--- config.mk ---
export PLATFORM = sky130hd
export DESIGN_NAME = light_sequencer
export DESIGN_NICKNAME = d
export VERILOG_FILES = /design/src/rtl/light_sequencer.sv
export SDC_FILE = /design/constraint.sdc
export NUM_CORES = 1
export LEC_CHECK = 0
export BUFFER_PORTS_ARGS = -buffer_cell sky130_fd_sc_hd__buf_2
export CORE_MARGIN = 2
export CORE_UTILIZATION = 36
export DETAILED_ROUTE_END_ITERATION = 7
export SETUP_SLACK_MARGIN = 0.2
export SLEW_MARGIN = 20
export SYNTH_ARGS = -nofsm -noshare
export SYNTH_HDL_FRONTEND = slang
export SYNTH_SLANG_ARGS = --single-unit
export TNS_END_PERCENT = 10
--- constraint.sdc ---
create_clock -name clk -period 2.2 [get_ports clk]
set_input_delay 0.22 -clock clk [delete_from_list [all_inputs] [get_ports clk]]
set_output_delay 0.22 -clock clk [all_outputs]
set_load 0.02 [all_outputs]
--- src/rtl/light_sequencer.sv ---
// light_sequencer: autonomous command-side timing sequencer for the traffic-light control unit.
// It walks red -> green -> yellow -> red, issuing a 2-bit light-select code and waiting for the
// matching one-hot acknowledgement. Any missing or inconsistent acknowledgement lands the block
// in a sticky fault state until reset.
// Build option: define SEQ_PED_EN to compile in the pedestrian latch, PED state and btn pulse.
// Without it, btn and ped_pending are held at 0 and green always runs its full dwell.

module light_sequencer #(
  parameter int unsigned CNT_W         = 8,
  parameter int unsigned RED_CYCLES    = 20,
  parameter int unsigned GREEN_CYCLES  = 30,
  parameter int unsigned YELLOW_CYCLES = 5,
  parameter int unsigned MIN_GREEN     = 10,
  parameter int unsigned ACK_TIMEOUT   = 4
) (
  input  logic       clk,
  input  logic       reset_n,
  input  logic       enable,
  input  logic       ped_req,
  input  logic [2:0] cw_traffic_lights,
  output logic [1:0] sw_traffic_lights,
  output logic       btn,
  output logic [1:0] phase,
  output logic       ped_pending,
  output logic       fault
);

  typedef enum logic [2:0] {StBoot, StDwell, StReq, StPed, StFault} state_e;

  localparam logic [1:0] CodeNone   = 2'b00;
  localparam logic [1:0] CodeRed    = 2'b01;
  localparam logic [1:0] CodeGreen  = 2'b10;
  localparam logic [1:0] CodeYellow = 2'b11;

  // Last count value of each dwell / wait window; the transition fires when that value is held.
  localparam logic [CNT_W-1:0] RedLast    = CNT_W'(RED_CYCLES - 1);
  localparam logic [CNT_W-1:0] GreenLast  = CNT_W'(GREEN_CYCLES - 1);
  localparam logic [CNT_W-1:0] YellowLast = CNT_W'(YELLOW_CYCLES - 1);
  localparam logic [CNT_W-1:0] AckLast    = CNT_W'(ACK_TIMEOUT - 1);
  localparam logic [CNT_W-1:0] CntOne     = CNT_W'(1);

`ifdef SEQ_PED_EN
  localparam logic [CNT_W-1:0] MinGreen   = CNT_W'(MIN_GREEN);
`else
  // Pedestrian inputs have no effect in this build.
  logic unused_ped;
  assign unused_ped = ped_req | (MIN_GREEN != 0);
`endif

  state_e           state_q, state_d;
  logic [CNT_W-1:0] cnt_q, cnt_d;
  logic [1:0]       target_q, target_d;
  logic [1:0]       sw_q, sw_d;
  logic             btn_q, btn_d;
  logic [1:0]       phase_q, phase_d;
  logic             pend_q, pend_d;
  logic             fault_q, fault_d;

  function automatic logic [2:0] code_onehot(input logic [1:0] code);
    logic [2:0] oh;
    case (code)
      CodeRed:    oh = 3'b100;
      CodeGreen:  oh = 3'b010;
      CodeYellow: oh = 3'b001;
      default:    oh = 3'b000;
    endcase
    return oh;
  endfunction

  function automatic logic [1:0] code_next(input logic [1:0] code);
    logic [1:0] nxt;
    case (code)
      CodeRed:    nxt = CodeGreen;
      CodeGreen:  nxt = CodeYellow;
      default:    nxt = CodeRed;
    endcase
    return nxt;
  endfunction

  function automatic logic [CNT_W-1:0] dwell_last(input logic [1:0] code);
    logic [CNT_W-1:0] last;
    case (code)
      CodeGreen:  last = GreenLast;
      CodeYellow: last = YellowLast;
      default:    last = RedLast;
    endcase
    return last;
  endfunction

  // Next-state and next-output decode for the sequencer FSM.
  always_comb begin
    state_d  = state_q;
    cnt_d    = cnt_q;
    target_d = target_q;
    sw_d     = CodeNone;
    btn_d    = 1'b0;
    phase_d  = phase_q;
    fault_d  = fault_q;

`ifdef SEQ_PED_EN
    pend_d = pend_q;
    if (ped_req && (state_q != StFault)) begin
      pend_d = 1'b1;
    end
`else
    pend_d = 1'b0;
`endif

    unique case (state_q)
      StBoot: begin
        if (cw_traffic_lights == 3'b100) begin
          state_d = StDwell;
          phase_d = CodeRed;
          cnt_d   = '0;
        end else if (cnt_q == AckLast) begin
          state_d = StFault;
          fault_d = 1'b1;
        end else begin
          cnt_d = cnt_q + CntOne;
        end
      end

      StDwell: begin
        // The control unit must keep showing the acknowledged phase for the whole dwell.
        if (cw_traffic_lights != code_onehot(phase_q)) begin
          state_d = StFault;
          fault_d = 1'b1;
`ifdef SEQ_PED_EN
        end else if ((phase_q == CodeGreen) && pend_q && (cnt_q >= MinGreen)) begin
          // Pedestrian service wins over a green expiry on the same edge.
          state_d = StPed;
          btn_d   = 1'b1;
          cnt_d   = '0;
          pend_d  = 1'b0;
`endif
        end else if (enable) begin
          if (cnt_q == dwell_last(phase_q)) begin
            state_d  = StReq;
            target_d = code_next(phase_q);
            sw_d     = code_next(phase_q);
            cnt_d    = '0;
          end else begin
            cnt_d = cnt_q + CntOne;
          end
        end
      end

      StReq: begin
        sw_d = target_q;
        // An acknowledgement arriving on the timeout edge still counts.
        if (cw_traffic_lights == code_onehot(target_q)) begin
          state_d = StDwell;
          phase_d = target_q;
          sw_d    = CodeNone;
          cnt_d   = '0;
`ifdef SEQ_PED_EN
          if (target_q == CodeYellow) begin
            pend_d = 1'b0;
          end
`endif
        end else if (cnt_q == AckLast) begin
          state_d = StFault;
          fault_d = 1'b1;
          sw_d    = CodeNone;
        end else begin
          cnt_d = cnt_q + CntOne;
        end
      end

      StPed: begin
        state_d  = StReq;
        target_d = CodeYellow;
        sw_d     = CodeYellow;
        cnt_d    = '0;
      end

      StFault: begin
        fault_d = 1'b1;
      end

      default: begin
        state_d = StFault;
        fault_d = 1'b1;
      end
    endcase
  end

  // State, counter and registered outputs; async reset returns everything to BOOT.
  always_ff @(posedge clk or negedge reset_n) begin
    if (!reset_n) begin
      state_q  <= StBoot;
      cnt_q    <= '0;
      target_q <= CodeNone;
      sw_q     <= CodeNone;
      btn_q    <= 1'b0;
      phase_q  <= CodeNone;
      pend_q   <= 1'b0;
      fault_q  <= 1'b0;
    end else begin
      state_q  <= state_d;
      cnt_q    <= cnt_d;
      target_q <= target_d;
      sw_q     <= sw_d;
      btn_q    <= btn_d;
      phase_q  <= phase_d;
      pend_q   <= pend_d;
      fault_q  <= fault_d;
    end
  end

  assign sw_traffic_lights = sw_q;
  assign btn               = btn_q;
  assign phase             = phase_q;
  assign ped_pending       = pend_q;
  assign fault             = fault_q;

endmodule

# == Word-level counts from Yosys, hierarchy flattened ==
# Cells that the tools add are included.
# word_totals
register_bits,18
input_bits,7
out_inout_bits,7
word_cells,84
# classes
addsub,1
n_eq_ne,25
n_mux,41
bitwise,2
reduce_logical,9
# op_table
op,n
$mux 8,9
$pmux 8 s4,1
$mux 3,8
$mux 2,10
$pmux 3 s3,2
$ne 2x2->1 const B,8
$pmux 3 s5,1
$pmux 2 s2,3
$pmux 5 s2,1
$reduce_and 3->1,3
$add 8x1->8 const B,1
$eq 2x2->1 const B,4
$eq 8x2->1 const B,1
$eq 8x8->1,1
$reduce_and 4->1,2
$eq 3x2->1 const B,2
$eq 3x3->1 const B,2
$ne 3x3->1 const B,2
$pmux 2 s3,1
$eq 2x1->1 const B,2
$mux 1,4
$pmux 1 s4,1
$reduce_bool 2->1,2
$reduce_bool 4->1,1
5 further kinds,6

# == Depth between registers and ports, before layout ==
# Gate-level depths: netlist of the first run.
# depth
ltp_word,11
depth_mapped,8

# == Worst setup path before layout of the first run ==
# OpenSTA, ideal clock, no wires.
# synth_path
path_type,reg2reg
start,reg phase_q[0] (netlist: phase[0])
end,reg cnt_q[2]
setup_time_ps,136
arrival_time_ps,2272
required_time_ps,2064
setup_slack_ps,-208
path_stages_with_launch,9
path_buffers,1
path_cell_list,dfrtp_1 -> inv_1 -> ha_1 -> xor2_1 -> o41a_1 -> buf_6 -> or2_4 -> a2111oi_4 -> nor2_1
# synth_between
elab_chain_len,10
word_cells_on_any_way,17
classes_between,6 x eq/ne; 10 x mux; 1 x reduce/logical
# synth_rtl
item,line,rtl
"start, declared",55,"logic [1:0] phase_q, phase_d;"
"start signal, assigned",196,phase_q <= CodeNone;
"start signal, assigned",205,phase_q <= phase_d;
$eq 2x2->1,"61, 82",
$pmux 5 s2,82,case (code)
$mux 8,136,end else if (enable) begin
$mux 8,125,if (cw_traffic_lights != code_onehot(phase_q)) begin
$mux 8,109,unique case (state_q)
$eq 8x8->1,137,if (cnt_q == dwell_last(phase_q)) begin
$mux 8,137,
$mux 8,136,
$mux 8,125,
$pmux 8 s4,109,
"end signal, assigned",201,cnt_q <= cnt_d;
"end, declared",51,"logic [CNT_W-1:0] cnt_q, cnt_d;"
# Several ways; a longest one is shown, not always the timed one. The select of a mux whose other input is x is not followed.
# A chain may end at the register's enable or synchronous reset.

# == Worst setup path after layout of the first run ==
# layout_path
start,reg phase_q[0] (netlist: phase[0])
end,reg cnt_q[1]
# The elaborated chain is that of the path after synthesis.

==> flow_summary_export.csv, run 1 <==
group,metric,value,unit
timing,rsz0062_at_grt,"true",
yosys,avgSynthCellArea,8.905,um^2
worst_setup_path,crit_path_top_delay_cell,"o41a_1",
yosys,synthesis.area,1371,um^2
min_path,hp-class,"primary input to flop",
floorplan,die_w,65.72,um
global_route,grt_usage,17.04,%
timing,max_slew_margin,65.35,%
global_route,first_global_vias,1241,
yosys,synthTopCellsByArea,"dfrtp_1 (33%), ha_1 (4.6%), nor4b_1 (3.8%)",
timing,fin_skew,0.006760,ns
timing,period_share,98.47,%
floorplan,std_cell_rows,22,
floorplan,coreArea,3661,um^2
routing,via_per_inst,5.471,
min_path,hold_end,"state_q[0]$_DFFE_PN0P_",
clock_tree,clkTransAtPathRegs,0.07,ns
timing,setup_viol,0,
layout,multiInputGateArea,972.2,um^2
worst_setup_path,rrSetupSlack,0.03,ns
yosys,ys_seq_area_share,32.85,%
yosys,synth_ff_type,"dfrtp_1",
worst_setup_path,crit_top_cell,"nor3_2",
worst_setup_path,cp.required,2.33,ns
yosys,async_flop_share,100.0,%
clock_tree,cts_buffers,3,
worst_setup_path,critical_path_class,"flop to flop",
timing,worstMarginPinSlew,0.5187,ns
routing,dr.first_iter.drc_count,103,
global_route,grt_max_degree,19,
floorplan,start_util,37.46,%
layout,syn_to_final_growth,28.01,%
worst_setup_path,max_stage_delay,0.47,ns
placed_design,place_area,1540,um^2
worst_setup_path,crit_path_max_fanout,6,
layout,layout.nets,188,
floorplan,die_area,4319,um^2
yosys,post-synth-top-count-cell,"dfrtp_1",
routing,drcViolationCount,0,
min_path,min_delay_path_depth,4,
power,ir_drop,0.0003330,V
placed_design,dp_hpwl,2435,um
routing,drt-total-wl,3390,um
worst_setup_path,reg2reg_from,"phase[0]$_DFFE_PN0P_",
routing,num_vias,1220,
layout,diodes,0,
routing,wl_per_cell,15.20,um
routing,ant_nets,0,
timing,setup-tns-final,0,ns
floorplan,io_pins,14,
min_path,min_from,"enable",
yosys,synth_warnings,0,
placed_design,routabilityCongestion,0.9366,
worst_setup_path,start_kind,"flop",
worst_setup_path,reg2reg_depth,8,
global_route,antenna_found_initial,0,
yosys,syn_inst,154,
worst_setup_path,cp-end-kind,"flop",
timing,max_freq,461.6,MHz
timing,hold_viol_final,0,
clock_tree,clock_tree.buffer_depth,2,
floorplan,chipHeight,65.72,um
worst_setup_path,cp_top_family,"simple AND/OR/NAND/NOR gates",
worst_setup_path,crit_arrival,2.30,ns
layout,seq_area,452.9,um^2
run_status,outcome,"completed",
worst_setup_path,crit_chain,"inv_2 > ha_2 > xor2_1 > o41a_1 > or2_4 > buf_4 > nor3_2 > nor3_2",
yosys,synth_edf_count,0,
layout,stdcell_area,1755,um^2
global_route,globalRouteOverflowTotal,0,
clock_tree,cts-htree-levels,1,
clock_tree,numClockSinks,18,
clock_tree,cts_tree,"built",
worst_setup_path,r2r_end,"cnt_q[1]$_DFFE_PN0P_",
yosys,synth_commonest_cells,"dfrtp_1 (18), inv_1 (11), nor2_1 (11)",
layout,fillCellCount,349,
global_route,grt_pass1_wl,5733,um
yosys,synth_area_leader_cell,"dfrtp_1",
yosys,yosysTopAreaCellShare,32.85,%
placed_design,port_buffers,10,
power,p_leak,0.7484,nW
routing,dr.pass1.iters,4,
worst_setup_path,crit_buf_inv,2,
timing,slew_violations,0,
job,maxCapViolations,0,
yosys,synth.distinct_cells,50,
clock_tree,root_buffer,"clkbuf_8",
timing,fin_crit,2.166,ns
layout,drive_above_1_share,33.14,%
yosys,ys_seq_elements,18,
clock_tree,worstSkewPairLatency,0.25,ns
power,power_density,628.5,nW/um^2
registers in the layout, summed over array words and instances, names as in the netlist:
name,cells
fault,1
target_q,2
phase,2
state_q,3
cnt_q,8
sw_traffic_lights,2
routing by layer:
layer	part of all wire [%]	global-route usage (%)	up-vias	wire length [um]
met2	51	29.67	22	1725
met5	0	0	-	0
met3	2.9	3.938	4	100
met4	1.2	4.427	0	42
met1	45	21.00	593	1521
li1	-	-	601	-
what timing repair did:
item                       CTS  global route
cloned                       0             0
hold endpoints to repair    18             0
setup buffers                1             1
gates resized for setup     11            12
pin swaps                    3             7
setup endpoints to repair   13            14
hold buffers                 1             0
worst max path at each step:
stage / start / endpoint / slack (ns) / cells past startpoint
5_1_grt: phase[0]$_DFFE_PN0P_ / cnt_q[1]$_DFFE_PN0P_ / -0.03 / 8
3_3_place_gp: phase[0]$_DFFE_PN0P_ / cnt_q[2]$_DFFE_PN0P_ / 0.08 / 7
3_5_place_dp: phase[0]$_DFFE_PN0P_ / cnt_q[1]$_DFFE_PN0P_ / -0.01 / 8
6_report: phase[0]$_DFFE_PN0P_ / cnt_q[1]$_DFFE_PN0P_ / 0.03 / 8
4_1_cts: phase[0]$_DFFE_PN0P_ / cnt_q[1]$_DFFE_PN0P_ / 0.09 / 8
2_1_floorplan: phase[0]$_DFFE_PN0P_ / cnt_q[2]$_DFFE_PN0P_ / 0.08 / 8
cells in the final DEF (no fill, tap or decap), types with 2 or more instances in the layout:
cell type  Yosys  routed
conb_1         1       2
ha_1           5       3
nand3b_1       2       2
o221a_2        3       3
o31a_1         2       2
xnor2_1        6       6
a211o_1        2       2
inv_2          0       2
nor3_1         7       4
nor3_2         0       3
nand3_1        7       6
dfrtp_1       18      16
nand4_1        2       2
and3_1         2       2
dfrtp_2        0       2
nor2_1        11      11
o21ai_0        5       4
a21oi_1        4       2
inv_1         11       9
buf_4          2      15
clkbuf_8       0       3
buf_2          2      10
and2_1         3       3
nor2b_1        2       2
nor4b_4        0       4
a21oi_2        0       2
or3b_1         2       2
nand2_1        9       9
nor3b_1        2       2
xor2_1         6       6
layout make-up:
cell class                      count  share of cell area [%]
Clock buffer                        4                   2.566
Inverter                           11                   2.352
Multi-Input combinational cell    115                   55.38
Sequential cell                    18                   25.80
Tap cell                           48                   3.421
Timing Repair Buffer               27                   10.48
kinds of logic (layout without fill, tap and decap cells):
family | Yosys count | in the layout | synth area share, %
and+or+nand+nor | 63 | 63 | 26.37
AOI/OAI and AO/OA | 32 | 32 | 20.26
buffers and inverters | 22 | 42 | 7.299
DFF | 18 | 18 | 32.85
xor gates and xnor gates | 12 | 12 | 7.664
adders and majority gates | 5 | 5 | 4.562
other | 1 | 2 | 0.2735
muxes | 1 | 1 | 0.7300
worst min-delay path: stages:
cell and delay [ns]:
buf_2 0.12, nand3_2 0.13, inv_1 0.08, o22ai_1 0.07
power by group:
group          internal (mW)  switching (mW)  total, mW
Combinational          0.196           0.228      0.424
Sequential             0.377          0.0601      0.437
Clock                  0.129           0.114      0.243
Total                  0.702           0.402       1.10
through the flow:
step | hold WS (ns) | setup WS, ns | instances | total power, mW | utilization (%)
finish | 0.4035 | 0.03364 | 223 | 1.103 | 47.95
global route | 0.4427 | -0.03396 | 223 | 1.167 | 47.95
CTS | 0.4007 | 0.08662 | 222 | 1.057 | 45.56
detailed placement | 0.1880 | -0.01298 | 216 | 0.7895 | 42.07
global placement | 0.1755 | 0.07785 | 216 | 0.7700 | 42.07
floorplan | -0.07559 | 0.08180 | 155 | 0.6582 | -
Power figures use the tool's default switching activity.
==> run 2: changes to the inputs <==
--- a/config.mk
+++ b/config.mk
@@ -9,6 +9,7 @@
 export CORE_MARGIN = 2
 export CORE_UTILIZATION = 36
 export DETAILED_ROUTE_END_ITERATION = 7
+export RECOVER_POWER = 50
 export SETUP_SLACK_MARGIN = 0.2
 export SLEW_MARGIN = 20
 export SYNTH_ARGS = -nofsm -noshare
==> run 2 against run 1 <==
Compared with the run above: sequential share of layout area about the same; sequential power about the same; critical path type unchanged; critical endpoint unchanged; clock power about the same; first-iteration DRC count unchanged; sequential cell count unchanged; cell count unchanged; clock skew unchanged; register-to-register slack about the same; core utilization about the same; wire length about the same.
==> flow_summary_export.csv, run 2 (synthesis results as in run 1) <==
group,metric,value,unit
layout,largestRegisters,"cnt_q (8), state_q (3)",
layout,final_common_cell,"dfrtp_1",
worst_setup_path,max_stage_delay,0.47,ns
timing,slew_violations,0,
power,power_density,628.8,nW/um^2
floorplan,io_pins,14,
min_path,hp-class,"primary input to flop",
worst_setup_path,cp_top_family,"simple AND/OR/NAND/NOR gates",
worst_setup_path,critical_path_class,"flop to flop",
clock_tree,root_buffer,"clkbuf_8",
clock_tree,numClockSinks,18,
clock_tree,clkTransAtPathRegs,0.07,ns
floorplan,chipHeight,65.72,um
worst_setup_path,cp.required,2.33,ns
routing,drt-total-wl,3388,um
global_route,antenna_found_initial,0,
timing,fin_skew,0.006760,ns
layout,layout_common_cells,"dfrtp_1 (16), buf_4 (15), nor2_1 (11)",
placed_design,dp_cells,216,
layout,syn_to_final_growth,27.92,%
power,p_leak,0.7457,nW
worst_setup_path,crit_chain,"inv_2 > ha_2 > xor2_1 > o41a_1 > or2_4 > buf_4 > nor3_2 > nor3_2",
placed_design,port_buffers,10,
global_route,grt_pass1_wl,5733,um
layout,diodes,0,
layout,layout.nets,188,
power,pwr-share-clk,22.0,%
job,maxCapViolations,0,
floorplan,die_area,4319,um^2
worst_setup_path,cp-end-kind,"flop",
timing,max_freq,461.6,MHz
min_path,min_delay_path_depth,4,
power,comb_power_share,38.4,%
power,p_int,0.7013,mW
floorplan,std_cell_rows,22,
floorplan,die_w,65.72,um
timing,worstMarginPinSlew,1.026,ns
layout,fillCellCount,350,
routing,via_per_inst,5.471,
timing,max_slew_margin,31.59,%
clock_tree,worstSkewPairLatency,0.25,ns
global_route,grt_max_degree,19,
power,seq_power_share,39.6,%
timing,fin_crit,2.166,ns
power,p_switching,0.4017,mW
routing,wl_per_cell,15.19,um
timing,period_share,98.47,%
worst_setup_path,start_kind,"flop",
placed_design,routabilityCongestion,0.9366,
layout,drive_above_1_share,32.57,%
routing,num_vias,1220,
global_route,grt_usage,17.04,%
layout,regMostFlops,"cnt_q",
timing,setup_viol,0,
global_route,first_global_vias,1241,
routing,drcViolationCount,0,
layout,fin_cells,223,
timing,hold_viol_final,0,
worst_setup_path,crit_cells,8,
run_status,outcome,"completed",
placed_design,dp_hpwl,2435,um
worst_setup_path,crit_path_top_delay_cell,"o41a_1",
floorplan,start_util,37.46,%
timing,setup-tns-final,0,ns
worst_setup_path,crit_top_cell,"nor3_2",
clock_tree,cts_tree,"built",
layout,largest_reg_flops,8,
routing,ant_nets,0,
floorplan,coreArea,3661,um^2
power,swShare,36.42,%
worst_setup_path,crit_path_max_fanout,6,
global_route,globalRouteOverflowTotal,0,
worst_setup_path,crit_buf_inv,2,
worst_setup_path,crit_arrival,2.30,ns
routing,dr.pass1.iters,4,
clock_tree,cts-htree-levels,1,
clock_tree,cts_buffers,3,
power,ir_drop,0.0003330,V
clock_tree,clock_tree.buffer_depth,2,
timing,rsz0062_at_grt,"true",
routing,dr.first_iter.drc_count,103,
worst_setup_path,reg2reg_depth,8,
## run 2: final cells by class
cell class              instances  area [um^2]  share of cell area [%]
multi-input cells             115        972.2                   55.42
repair buffers                 27        182.7                   10.41
clock buffers                   4        45.04                   2.568
well taps                      48        60.06                   3.424
flip-flops and latches         18        452.9                   25.82
inverters                      11        41.29                   2.354
## run 2: path summary, 6_finish.rpt
kind                       slack [ns]                  from                      end
min in group asynchronous        0.66               reset_n  target_q[1]$_DFFE_PN0P_
min                              0.40                enable   state_q[0]$_DFFE_PN0P_
max reg2reg                      0.03  phase[0]$_DFFE_PN0P_     cnt_q[1]$_DFFE_PN0P_
max                              0.03  phase[0]$_DFFE_PN0P_     cnt_q[1]$_DFFE_PN0P_
min reg2reg                      0.49     fault$_DFFE_PN0P_        fault$_DFFE_PN0P_
max in group asynchronous        0.86               reset_n     phase[1]$_DFFE_PN0P_
## run 2: repair_timing
action                                  4_1_cts  5_1_grt
gates resized for setup                      11       12
hold endpoints to repair                     18        0
pin swaps                                     3        7
endpoints found under the setup margin       13       14
setup buffers                                 1        1
hold buffers                                  1        0
## run 2: per-stage QoR
step	instance area (um^2)	setup slack (ns)	utilization, %	hold WS [ns]	total power [mW]
floorplan	1384	0.08180	-	-0.07559	0.6582
global placement	1540	0.07785	42.07	0.1755	0.7700
detailed placement	1540	-0.01298	42.07	0.1880	0.7895
CTS	1668	0.08662	45.56	0.4007	1.057
global route	1754	-0.03396	47.92	0.4427	1.167
finish	1754	0.03361	47.92	0.4035	1.103
## run 2: worst register-to-register path: cells and delay by family, from the launching register on
family	cells	cell delay [ns]
AND/OR/NAND/NOR	3	0.56
buffers and inverters	2	0.21
adder cells (fa/ha/maj)	1	0.20
AO/OA/AOI/OAI	1	0.47
flip-flops	1	0.45
XOR/XNOR	1	0.17
## run 2: power by group through the flow
stage	registers [mW]	logic, mW	clock network, mW
finish	0.437	0.423	0.243
global route	0.447	0.456	0.263
CTS	0.436	0.375	0.246
global placement	0.436	0.334	0
floorplan	0.417	0.241	0
detailed placement	0.443	0.347	0
## run 2: layer usage
| layer | track usage, % | share of wire, % | vias up |
|---|---|---|---|
| li1 | - | - | 601 |
| met1 | 21.00 | 45 | 593 |
| met2 | 29.67 | 51 | 22 |
| met3 | 3.938 | 2.8 | 4 |
| met4 | 4.427 | 1.2 | 0 |
| met5 | 0 | 0 | - |
